`src/rtl/fmap_row_col_writer.sv`:
```
// Output feature-map writer: tags each accepted pixel with its (row, col)
// and issues raster-order linear writes through a stallable output register.
module fmap_row_col_writer #(
    parameter int IMG_W  = 640,
    parameter int IMG_H  = 640,
    parameter int DATA_W = 16,
    parameter int ADDR_W = 19
) (
    input  logic              clk,
    input  logic              reset,
    input  logic              start,
    input  logic              in_valid,
    input  logic [DATA_W-1:0] in_data,
    output logic              in_ready,
    output logic              wr_en,
    output logic [ADDR_W-1:0] wr_addr,
    output logic [DATA_W-1:0] wr_data,
    input  logic              mem_ready,
    output logic [14:0]       col,
    output logic [14:0]       row,
    output logic              line_done,
    output logic              frame_done,
    output logic              busy,
    output logic              err_unexp
);

    typedef enum logic [1:0] {
        S_IDLE,
        S_WRITE,
        S_FLUSH
    } state_t;

    localparam logic [14:0] LAST_COL = 15'(IMG_W - 1);
    localparam logic [14:0] LAST_ROW = 15'(IMG_H - 1);

    state_t              r_state;
    state_t              w_next;
    logic [14:0]         r_col;
    logic [14:0]         r_row;
    logic [ADDR_W-1:0]   r_addr;
    logic                r_wr_en;
    logic [ADDR_W-1:0]   r_wr_addr;
    logic [DATA_W-1:0]   r_wr_data;
    logic                r_line_done;
    logic                r_frame_done;
    logic                r_err;

    logic w_in_ready;
    logic w_acc;
    logic w_last_col;
    logic w_last_beat;
    logic w_start_ok;
    logic w_consume;

    assign w_in_ready  = (r_state == S_WRITE) && (!r_wr_en || mem_ready);
    assign w_acc       = in_valid && w_in_ready;
    assign w_last_col  = (r_col == LAST_COL);
    assign w_last_beat = w_last_col && (r_row == LAST_ROW);
    assign w_start_ok  = (r_state == S_IDLE) && start;
    assign w_consume   = r_wr_en && mem_ready;

    // State register
    always_ff @(posedge clk or posedge reset) begin
        if (reset) r_state <= S_IDLE;
        else       r_state <= w_next;
    end

    // Next-state logic: flush holds until the final write drains
    always_comb begin
        w_next = r_state;
        unique case (r_state)
            S_IDLE:  if (start) w_next = S_WRITE;
            S_WRITE: if (w_acc && w_last_beat) w_next = S_FLUSH;
            S_FLUSH: if (w_consume) w_next = S_IDLE;
            default: w_next = S_IDLE;
        endcase
    end

    // Position counters and running linear address, no multiplier needed
    always_ff @(posedge clk or posedge reset) begin
        if (reset) begin
            r_col  <= '0;
            r_row  <= '0;
            r_addr <= '0;
        end else if (w_start_ok) begin
            r_col  <= '0;
            r_row  <= '0;
            r_addr <= '0;
        end else if (w_acc) begin
            if (w_last_col) begin
                r_col <= '0;
                r_row <= w_last_beat ? 15'd0 : r_row + 15'd1;
            end else begin
                r_col <= r_col + 15'd1;
            end
            r_addr <= w_last_beat ? '0 : r_addr + 1'b1;
        end
    end

    // Output register: load on accept, hold while stalled, drop once consumed
    always_ff @(posedge clk or posedge reset) begin
        if (reset) begin
            r_wr_en   <= 1'b0;
            r_wr_addr <= '0;
            r_wr_data <= '0;
        end else if (w_acc) begin
            r_wr_en   <= 1'b1;
            r_wr_addr <= r_addr;
            r_wr_data <= in_data;
        end else if (mem_ready) begin
            r_wr_en   <= 1'b0;
        end
    end

    // Status pulses and sticky protocol error
    always_ff @(posedge clk or posedge reset) begin
        if (reset) begin
            r_line_done  <= 1'b0;
            r_frame_done <= 1'b0;
            r_err        <= 1'b0;
        end else begin
            r_line_done  <= w_acc && w_last_col;
            r_frame_done <= (r_state == S_FLUSH) && w_consume;
            if (w_start_ok)
                r_err <= 1'b0;
            else if ((r_state == S_IDLE) && in_valid)
                r_err <= 1'b1;
        end
    end

    assign in_ready   = w_in_ready;
    assign wr_en      = r_wr_en;
    assign wr_addr    = r_wr_addr;
    assign wr_data    = r_wr_data;
    assign col        = r_col;
    assign row        = r_row;
    assign line_done  = r_line_done;
    assign frame_done = r_frame_done;
    assign busy       = (r_state != S_IDLE);
    assign err_unexp  = r_err;

endmodule

```
`config.mk`:
```
export PLATFORM = sky130hd
export DESIGN_NAME = fmap_row_col_writer
export DESIGN_NICKNAME = d
export VERILOG_FILES = /design/src/rtl/fmap_row_col_writer.sv
export SDC_FILE = /design/constraint.sdc
export NUM_CORES = 1
export LEC_CHECK = 0
export ABC_CLOCK_PERIOD_IN_PS = 2100
export BUFFER_PORTS_ARGS = -buffer_cell sky130_fd_sc_hd__buf_2
export CAP_MARGIN = 20
export CORE_MARGIN = 2
export CORE_UTILIZATION = 45
export CTS_CLUSTER_SIZE = 8
export DETAILED_ROUTE_END_ITERATION = 16
export MAX_ROUTING_LAYER = met4
export PLACE_DENSITY = 0.7
export SYNTH_ARGS = -nofsm -noshare
export SYNTH_HDL_FRONTEND = slang
export SYNTH_SLANG_ARGS = --single-unit
```
`constraint.sdc`:
```
create_clock -name clk -period 2.1 [get_ports clk]
set_input_delay 0 -clock clk [delete_from_list [all_inputs] [get_ports clk]]
set_output_delay 0 -clock clk [all_outputs]
set_load 0.1 [all_outputs]
```
==> results of run 1 <==
[cells in the final DEF, fill, tap and decap left out, types with 3 or more instances in the layout]
master         instances
a21oi_1                6
a21oi_2               13
a22o_1                 3
a311oi_2               3
a31oi_1                6
and2_1                 5
and3_1                 9
and4_1                 6
buf_12                 3
buf_2                 91
buf_4                 39
buf_6                  5
clkbuf_8               9
dfrtp_1               59
dfrtp_2               31
dlygate4sd3_1         19
inv_1                  8
inv_6                  3
mux2i_1                3
nand2_1              124
nand2b_1               4
nand3_1               17
nand4_1               17
nor2_1                28
nor3_1                 9
o21ai_0               10
o21ai_1                6
o21ai_2                3
o31ai_1                6
or3_1                  6
or4_1                  5
xnor2_1                5
xor2_1                13
[routing by layer]
layer	global-route usage [%]	vias to the layer above
met5	-	-
met4	8.41	0
met3	3.39	20
met2	35.2	133
met1	32.0	1950
li1	-	1930
[registers in the layout, summed over array words and instances (netlist names)]
signal      flops
col            15
line_done       1
row            15
r_addr         19
r_state         2
wr_en           1
wr_addr        19
frame_done      1
err_unexp       1
wr_data        16
[kinds of logic (layout without fill, tap and decap cells)]
logic type | count (synthesis) | count (layout)
AO/OA/AOI/OAI | 70 | 70
XOR/XNOR | 18 | 18
adder cells (fa/ha/maj) | 3 | 3
buffers and inverters | 29 | 184
flip-flops | 90 | 90
multiplexers | 4 | 4
AND/OR/NAND/NOR | 252 | 252
[final cells by class]
type / instances / share of cell area [%]
inverters: 9 / 0.635
clock inverters: 6 / 1.23
well taps: 129 / 2.73
flip-flops and latches: 90 / 38.8
clock buffers: 10 / 2.16
multi-input cells: 347 / 35.8
repair buffers: 159 / 18.7
[worst min path at each step]
stage / from / cells after the start / slack, ps / endpoint
after floorplan: in_data[0] / 2 / 110 / wr_data[0]
after global placement: reset / 2 / -60 / row[9]
after detailed placement: reset / 2 / -70 / row[9]
after CTS: start / 4 / 80 / r_state[0]
after global routing: start / 4 / 100 / r_state[0]
final: start / 4 / 100 / r_state[0]
[power breakdown]
group	switching, mW	leakage, nW	internal (mW)
clock network	0.648	0.0979	0.566
logic	1.59	1.57	0.411
registers	0.172	1.15	1.92
[stage by stage]
| step | cells | setup slack (ps) | cell area [µm²] | hold WS, ps |
|---|---|---|---|---|
| after floorplan | 466 | -319 | 4480 | 105 |
| after global placement | 711 | -32.6 | 5360 | -63.5 |
| after detailed placement | 711 | -65.2 | 5360 | -68.7 |
| after CTS | 748 | -80.1 | 5810 | 83.4 |
| after global routing | 750 | -123 | 5910 | 99.2 |
| final | 750 | -79.7 | 5910 | 99.9 |
[repair_timing]
action	CTS	global route
endpoints found under the setup margin	14	29
endpoints found under the hold margin	109	0
cloned	1	1
gates resized for setup	6	18
pin swaps	3	5
hold buffers	19	0
setup buffers	1	1
[tightest hold or removal path: cells and delay by family]
kind	cells	cell delay (ps)
simple gates	2	140
buf+inv	2	290
==> run metrics, run 1 <==
outcome=finished, violations left; failing checks=setup timing; Syn Inst Count=466; period utilisation layout=104%; Final Hold Fails=0; clk slew on worst S/H paths=90 ps; total power=5.30 mW; most common cell in the netlist=nand2_1; share of cells above drive strength 1=36.7%; router iterations before antenna repair=4; Post-synth top cells=nand2_1, dfrtp_1, nor2_1, nand3_1; fin. max-slew vios=0; top sig layer=met4; Post-route DRC=0; Die X=102 µm; clk sinks=90; n_diodes=0; Yosys warnings=0; vias in the first global route=3857; synthesis-to-layout area growth=35.4%; endpoints failing setup=18; R2R depth=5; Adder-Cell Fraction of Synth Area=0.860%; largest net degree at the start of global routing=62; Clk Latency, worst-skew pair=360 ps; largest family of logic cells by synthesized area=simple AND/OR/NAND/NOR gates; post-synthesis mux area share=0.946%; Inserted Clock Buffers=9; number of antenna violations at the first check in global routing=0; max_cap viols=0; simple-gate portion of the synthesized area=28.9%; Met2 Routed Length=5.44 mm; HPWL Detailed=7.67 mm; grt total ovfl=0; critical path peak fanout=8; Initial Util=46.8%; compound-gate portion of the synthesized area=11.1%; GR Util All Layers=23.2%; worst flop-to-flop path startpoint=row[10]; vias=4033; total negative slack=-954 ps; Met1 Wirelength=5.21 mm; Async SR Flop Fraction=100%; Synth Area in XOR/XNOR=3.61%; Via-to-Cell Ratio=5.38; first-pass GRT wire length=18.8 mm; crit path from=row[10]; area of the multi-input gates=2120 µm²; Tmin final=2180 ps; Reg2Reg Setup Slack=-80 ps; clock skew=15.2 ps; Cell Area, Synth=4370 µm²; Final Wtd Congestion=0.910; CP endpoint kind=flop; Setup CP Type=reg2reg; RSZ-0062 raised after global routing=true; I/O pin count=92; Final #Nets=640; antenna viol nets, final=0; kind of cell adding the most delay to the critical path=simple AND/OR/NAND/NOR gates; CTS tree=done; PD cells=897 nW/µm²; Hold Crit Class=in2reg; Root Driver=clkbuf_8; Worst Tran Pin Value=537 ps; Worst Path Arrival=2420 ps; Cell Chain, Critical Path=or4b_4 > or4_4 > o31ai_4 > buf_12 > a31oi_1; EDFF count, synth=0; Rel. slew slack=63.9%; VDD IR max=1.54 mV; fmax=459 MHz; Core Footprint=9330 µm²; Port Buffers=91; Area contributors post-synth=dfrtp_1, nand2_1, xor2_1, nand4_1, nor2_1; Mean Syn Cell Area=9.37 µm²; Die ar.=10500 µm²; Worst R2R End=row[9]; Bufs and invs on worst path=1; FP Rows=35; Final Core Density=63.4%; area leader, netlist=dfrtp_1; predominant post-synthesis flop cell=dfrtp_1; DRT iter0 DRCs=252; CP Depth=5; count of state elements after synthesis=90; Filler cells=789; post-synth top area share=51.6%; CP Capture Point=row[9]; Slowest-stage cell, CP=or4_4; Worst setup SP type=flop; H-tree depth=3; sequential area share after synthesis=51.6%; Synth cell types=56; Leak=2.81 nW; Max stage delay on crit path=620 ps; wire per inst=15.2 µm; Storage cell area=2290 µm²; CP required=2340 ps; met3 wire len=580 µm; fin worst setup slack=-79.7 ps; Clock Tree Buf Depth=2; Post-Syn Nets=490; WL final=11.4 mm; Die Ht=102 µm
No activity file was read; power rests on OpenSTA's default activity.
==> run 2, diff against run 1 <==
CORE_UTILIZATION = 30   (was 45)
PLACE_DENSITY = unset   (was 0.7)
==> run 2 against run 1 <==
Clock power up 33%. Final area increased by 1.4%. Core utilization shrank 22 points. Global-route usage fell by 6.6 points. Hold slack improved by 30 ps. Critical path depth did not move. The run still ends with setup timing left. Sequential power hardly changed. Clock skew down 8.8 ps. Sequential cell count stayed put. First-iteration DRC count is 14% lower. Largest cell class unchanged. Via count decreased by 1.7%. Final cell count rose by 7.2%.
==> run metrics, run 2 (synthesis results as in run 1) <==
Hold Crit Class=in2reg; Final Core Density=41.7% (-22 points); wire per inst=15.0 µm (-1.5%); Die Ht=125 µm (+22%); Storage cell area=2290 µm² (unchanged); fin. max-slew vios=0 (unchanged); Final Wtd Congestion=0.810 (-11%); Worst Tran Pin Value=724 ps (+187 ps); Filler cells=1420 (+80%); WL final=12.0 mm (+5.6%); grt total ovfl=0 (unchanged); clk sinks=90 (unchanged); max_cap viols=0 (unchanged); Setup CP Type=reg2reg; FP Rows=44 (+26%); Final Hold Fails=0 (unchanged); Tmin final=2180 ps (-1.56 ps); total negative slack=-666 ps (+288 ps); Area after DPL=5450 µm² (+1.8%); I/O pin count=92 (unchanged); Final #Nets=639 (-0.16%); Post-Layout Inst Area=5990 µm² (+1.4%); Rel. slew slack=51.6% (-12 points); Clock Tree Buf Depth=2 (unchanged); Worst Path Arrival=2380 ps (-40 ps); Port Buffers=91 (unchanged); Worst setup SP type=flop; VDD IR max=0.984 mV (-36%); failing checks=setup timing; HPWL Detailed=8.57 mm (+12%); fmax=459 MHz (about the same); H-tree depth=3 (unchanged); fin worst setup slack=-78.1 ps (+1.56 ps); endpoints failing setup=12 (-6); critical path peak fanout=8 (unchanged); Inserted Clock Buffers=9 (unchanged); Die ar.=15500 µm² (+48%); share of cells above drive strength 1=35.3% (-1.4 points); top sig layer=met4; CP required=2300 ps (-40 ps); area of the multi-input gates=2070 µm² (-2.4%); Clk Latency, worst-skew pair=340 ps (-20 ps); outcome=finished, violations left; PD cells=950 nW/µm² (+5.9%); Initial Util=30.4% (-16 points); antenna viol nets, final=0 (unchanged); Die X=125 µm (+22%); clock skew=6.41 ps (-8.79 ps); Via-to-Cell Ratio=4.93 (-8.3%); Hold Worst Slack=130 ps (+30.4 ps); Post-route DRC=0 (unchanged); Root Driver=clkbuf_16; n_diodes=0 (unchanged); CTS tree=done; first-pass GRT wire length=20.5 mm (+9.2%); vias in the first global route=4005 (+3.8%); met3 wire len=425 µm (-27%); clk slew on worst S/H paths=60 ps (-30 ps); most common cell after layout, fill and taps aside=nand2_1; GR Util All Layers=16.6% (-6.6 points); router iterations before antenna repair=4 (unchanged); DRT iter0 DRCs=217 (-14%); largest net degree at the start of global routing=44 (-29%); commonest non-fill, non-tap cells in the layout=nand2_1, buf_2, dfrtp_1; number of antenna violations at the first check in global routing=0 (unchanged); CP endpoint kind=flop; RSZ-0062 raised after global routing=true; synthesis-to-layout area growth=37.3%; Core Footprint=14400 µm² (+54%); Met2 Routed Length=5.68 mm (+4.5%); vias=3963 (-1.7%); Met1 Wirelength=5.70 mm (+9.3%); Leak=2.83 nW (+0.66%); period utilisation layout=104% (about the same)
run 2: changes by cell type in the layout (fill, tap and decap cells not counted), moves of 3 or more:
cell,previous run,this run
clkbuf_16,2,9
a21oi_1,6,13
a21oi_2,13,8
clkinv_2,0,3
o21ai_2,3,0
clkbuf_8,9,0
run 2: per-stage QoR:
step	std cells	total power [mW]	worst slack (ps)
2_1_floorplan	466	3.66	-319
3_3_place_gp	768	4.03	-50.2
3_5_place_dp	768	4.07	-79.5
4_1_cts	804	5.73	-80.9
5_1_grt	804	5.95	-117
6_report	804	5.70	-78.1
run 2: report_power, final:
part	total [mW]	internal (mW)	leakage, nW	switching, mW
Combinational	1.98	0.393	1.54	1.58
Clock	1.61	0.920	0.142	0.695
Sequential	2.11	1.92	1.15	0.183
Total	5.70	3.24	2.83	2.46
run 2: critical path, stage by stage, from the launching register on:
cell and delay, ps:
dfrtp_2 400, or4b_4 530, or4_4 620, o31ai_4 280, buf_12 180, a31oi_4 30
run 2: worst paths after layout:
| path | start | cells past startpoint | endpoint | slack, ps |
|---|---|---|---|---|
| max | row[12] | 5 | row[9] | -80 |
| min | start | 4 | r_state[0] | 130 |
| max reg2reg | row[12] | 5 | row[9] | -80 |
| min reg2reg | wr_addr[18] | 2 | wr_addr[18] | 460 |
| max in group asynchronous | reset | 4 | col[2] | 1180 |
| min in group asynchronous | reset | 3 | wr_addr[11] | 320 |
run 2: layer usage:
| layer | vias up | global-route usage (%) |
|---|---|---|
| met3 | 19 | 3.48 |
| li1 | 1934 | - |
| met5 | - | - |
| met4 | 0 | 5.75 |
| met2 | 88 | 25.4 |
| met1 | 1922 | 22.0 |
run 2: cell type report:
| cell class | instances | share of cell area [%] |
|---|---|---|
| Sequential cell | 90 | 38.2 |
| Multi-Input combinational cell | 347 | 34.5 |
| Timing Repair Buffer | 158 | 17.9 |
| Tap cell | 184 | 3.84 |
| Clock buffer | 9 | 3.76 |
| Clock inverter | 7 | 1.15 |
| Inverter | 9 | 0.626 |
run 2: what timing repair did:
action                                 in CTS  in global routing
endpoints found under the hold margin      46                  0
gates resized for setup                     1                  8
setup endpoints to repair                  13                 22
setup buffers                               1                  0
hold buffers                               19                  0
pin swaps                                   0                  3
==> run 3, diff against run 2 <==
MAX_ROUTING_LAYER = unset   (was met4)
==> run 3 against run 2 <==
The run still ends with setup timing left. Fmax is essentially flat. Clock skew increased by 1.4 ps. Hold slack improved by 4.0 ps. Via count is 0.76% higher. Sequential cell count did not move.
==> run metrics, run 3 (synthesis results as in run 1) <==
fin worst setup slack=-78.2 ps (-0.0600 ps); Net Sw Power=2.46 mW (-0.16%); clock skew=7.78 ps (+1.37 ps); PD cells=950 nW/µm² (about the same); Leak=2.83 nW (unchanged); number of antenna violations at the first check in global routing=0 (unchanged); Switching Fraction=43.2% (about the same); max_cap viols=0 (unchanged); hold path depth=4 (unchanged); Die Ht=125 µm (unchanged); Clock Power Share=28.4% (about the same); VDD IR max=0.982 mV (-0.18%); Post-route DRC=0 (unchanged); Clock Tree Buf Depth=2 (unchanged); H-tree depth=3 (unchanged); n_diodes=0 (unchanged); hold path start=start; CP endpoint kind=flop; Final Wtd Congestion=0.798 (-1.4%); synthesis-to-layout area growth=37.3% (unchanged); Inserted Clock Buffers=9 (unchanged); fmax=459 MHz (about the same); kind of cell adding the most delay to the critical path=simple AND/OR/NAND/NOR gates; CTS tree=done; HPWL Detailed=8.57 mm (unchanged); router iterations before antenna repair=5 (+1); Rel. slew slack=52.3% (+0.63 points); Worst Path Arrival=2380 ps (about the same); Port Buffers=91 (unchanged); Hold Crit Class=in2reg; WL final=12.0 mm (-0.29%); Max stage delay on crit path=620 ps (about the same); Via-to-Cell Ratio=4.97 (+0.76%); commonest non-fill, non-tap cells in the layout=nand2_1, buf_2, dfrtp_1; Cell Chain, Critical Path=or4b_4 > or4_4 > o31ai_4 > buf_12 > a31oi_4; Die ar.=15500 µm² (unchanged); grt total ovfl=0 (unchanged); Final Core Density=41.7% (unchanged); first-pass GRT wire length=20.5 mm (about the same); placed insts=768 (unchanged); total negative slack=-654 ps (+12.7 ps); Initial Util=30.4% (unchanged); failing checks=setup timing; clk slew on worst S/H paths=60 ps (about the same); Worst R2R End=row[9]; Clk Latency, worst-skew pair=340 ps (about the same); share of cells above drive strength 1=35.3% (unchanged); Bufs and invs on worst path=1 (unchanged); most common cell after layout, fill and taps aside=nand2_1; Non-Filler Instances=804 (unchanged); Final #Nets=639 (unchanged); clk sinks=90 (unchanged); Core Footprint=14400 µm² (unchanged); Power Internal=3.24 mW (unchanged); Hold Worst Slack=134 ps (+4.04 ps); antenna viol nets, final=0 (unchanged); GR Util All Layers=16.1% (-0.51 points); I/O pin count=92 (unchanged); Comb pwr share=34.7% (about the same); fin. max-slew vios=0 (unchanged); endpoints failing setup=12 (unchanged); Slowest-stage cell, CP=or4_4; Worst Tran Pin Value=714 ps (-9.43 ps); RSZ-0062 raised after global routing=true; DRT iter0 DRCs=198 (-8.8%); period utilisation layout=104% (about the same); wire per inst=14.9 µm (-0.29%); Root Driver=clkbuf_16; WHS Endpoint=r_state[0]; Tmin final=2180 ps (+0.0600 ps); outcome=finished, violations left; R2R depth=5 (unchanged); Final Hold Fails=0 (unchanged); sequential power share=37.0% (about the same); Die X=125 µm (unchanged); Worst setup SP type=flop; Reg2Reg Setup Slack=-80 ps (about the same); critical path peak fanout=8 (unchanged); vias in the first global route=4000 (-0.12%); Setup CP Type=reg2reg; largest net degree at the start of global routing=44 (unchanged); FP Rows=44 (unchanged); CP required=2300 ps (about the same); pre-CTS setup slack=-79.5 ps (unchanged); worst flop-to-flop path startpoint=row[12]; vias=3993 (+0.76%)
-- run 3: how the worst max path moves through the flow --
| stage | slack [ps] | from | cells past startpoint | to |
|---|---|---|---|---|
| 6_report | -80 | row[12] | 5 | row[9] |
| 5_1_grt | -120 | row[12] | 5 | row[9] |
| 4_1_cts | -80 | row[10] | 5 | r_addr[3] |
| 3_5_place_dp | -80 | row[10] | 5 | r_addr[3] |
| 3_3_place_gp | -50 | row[10] | 5 | r_addr[6] |
| 2_1_floorplan | -320 | row[9] | 5 | r_addr[3] |
-- run 3: metal layers --
layer | vias to the layer above | routed length, µm | global-route usage, %
met5 | - | 0 | 0
met2 | 105 | 5700 | 25.5
met1 | 1935 | 5560 | 21.8
li1 | 1930 | - | -
met3 | 23 | 516 | 2.96
met4 | 0 | 241 | 6.35
-- run 3: final cells by class --
cell class	count	area [µm²]
clock buffer	9	225
clock inverter	7	68.8
fill	1420	8380
inverter	9	37.5
multi-input combinational	347	2070
sequential	90	2290
tap	184	230
timing repair buffer	158	1070
-- run 3: power by group through the flow --
stage	combinational (mW)	sequential, mW	clock, mW
after floorplan	0.474	3.19	0
after global placement	1.92	2.12	0
after detailed placement	1.95	2.13	0
after CTS	1.97	2.10	1.66
after global routing	2.09	2.14	1.72
final	1.97	2.10	1.62
-- run 3: timing repair --
item,in CTS,in global routing
gates resized for setup,1,8
cloned,0,0
hold endpoints to repair,46,0
buffers inserted,1,0
hold buffers,19,0
endpoints found under the setup margin,13,22
pin swaps,0,3
-- run 3: stage by stage --
stage	instance area (µm²)	total power, mW
after floorplan	4480	3.66
after global placement	5450	4.03
after detailed placement	5450	4.07
after CTS	5950	5.73
after global routing	5990	5.94
final	5990	5.69
-- run 3: worst reg2reg max path, cell delays in order (launching register included) --
cell and delay [ps]:
dfrtp_2 400, or4b_4 530, or4_4 620, o31ai_4 280
buf_12 180, a31oi_4 40
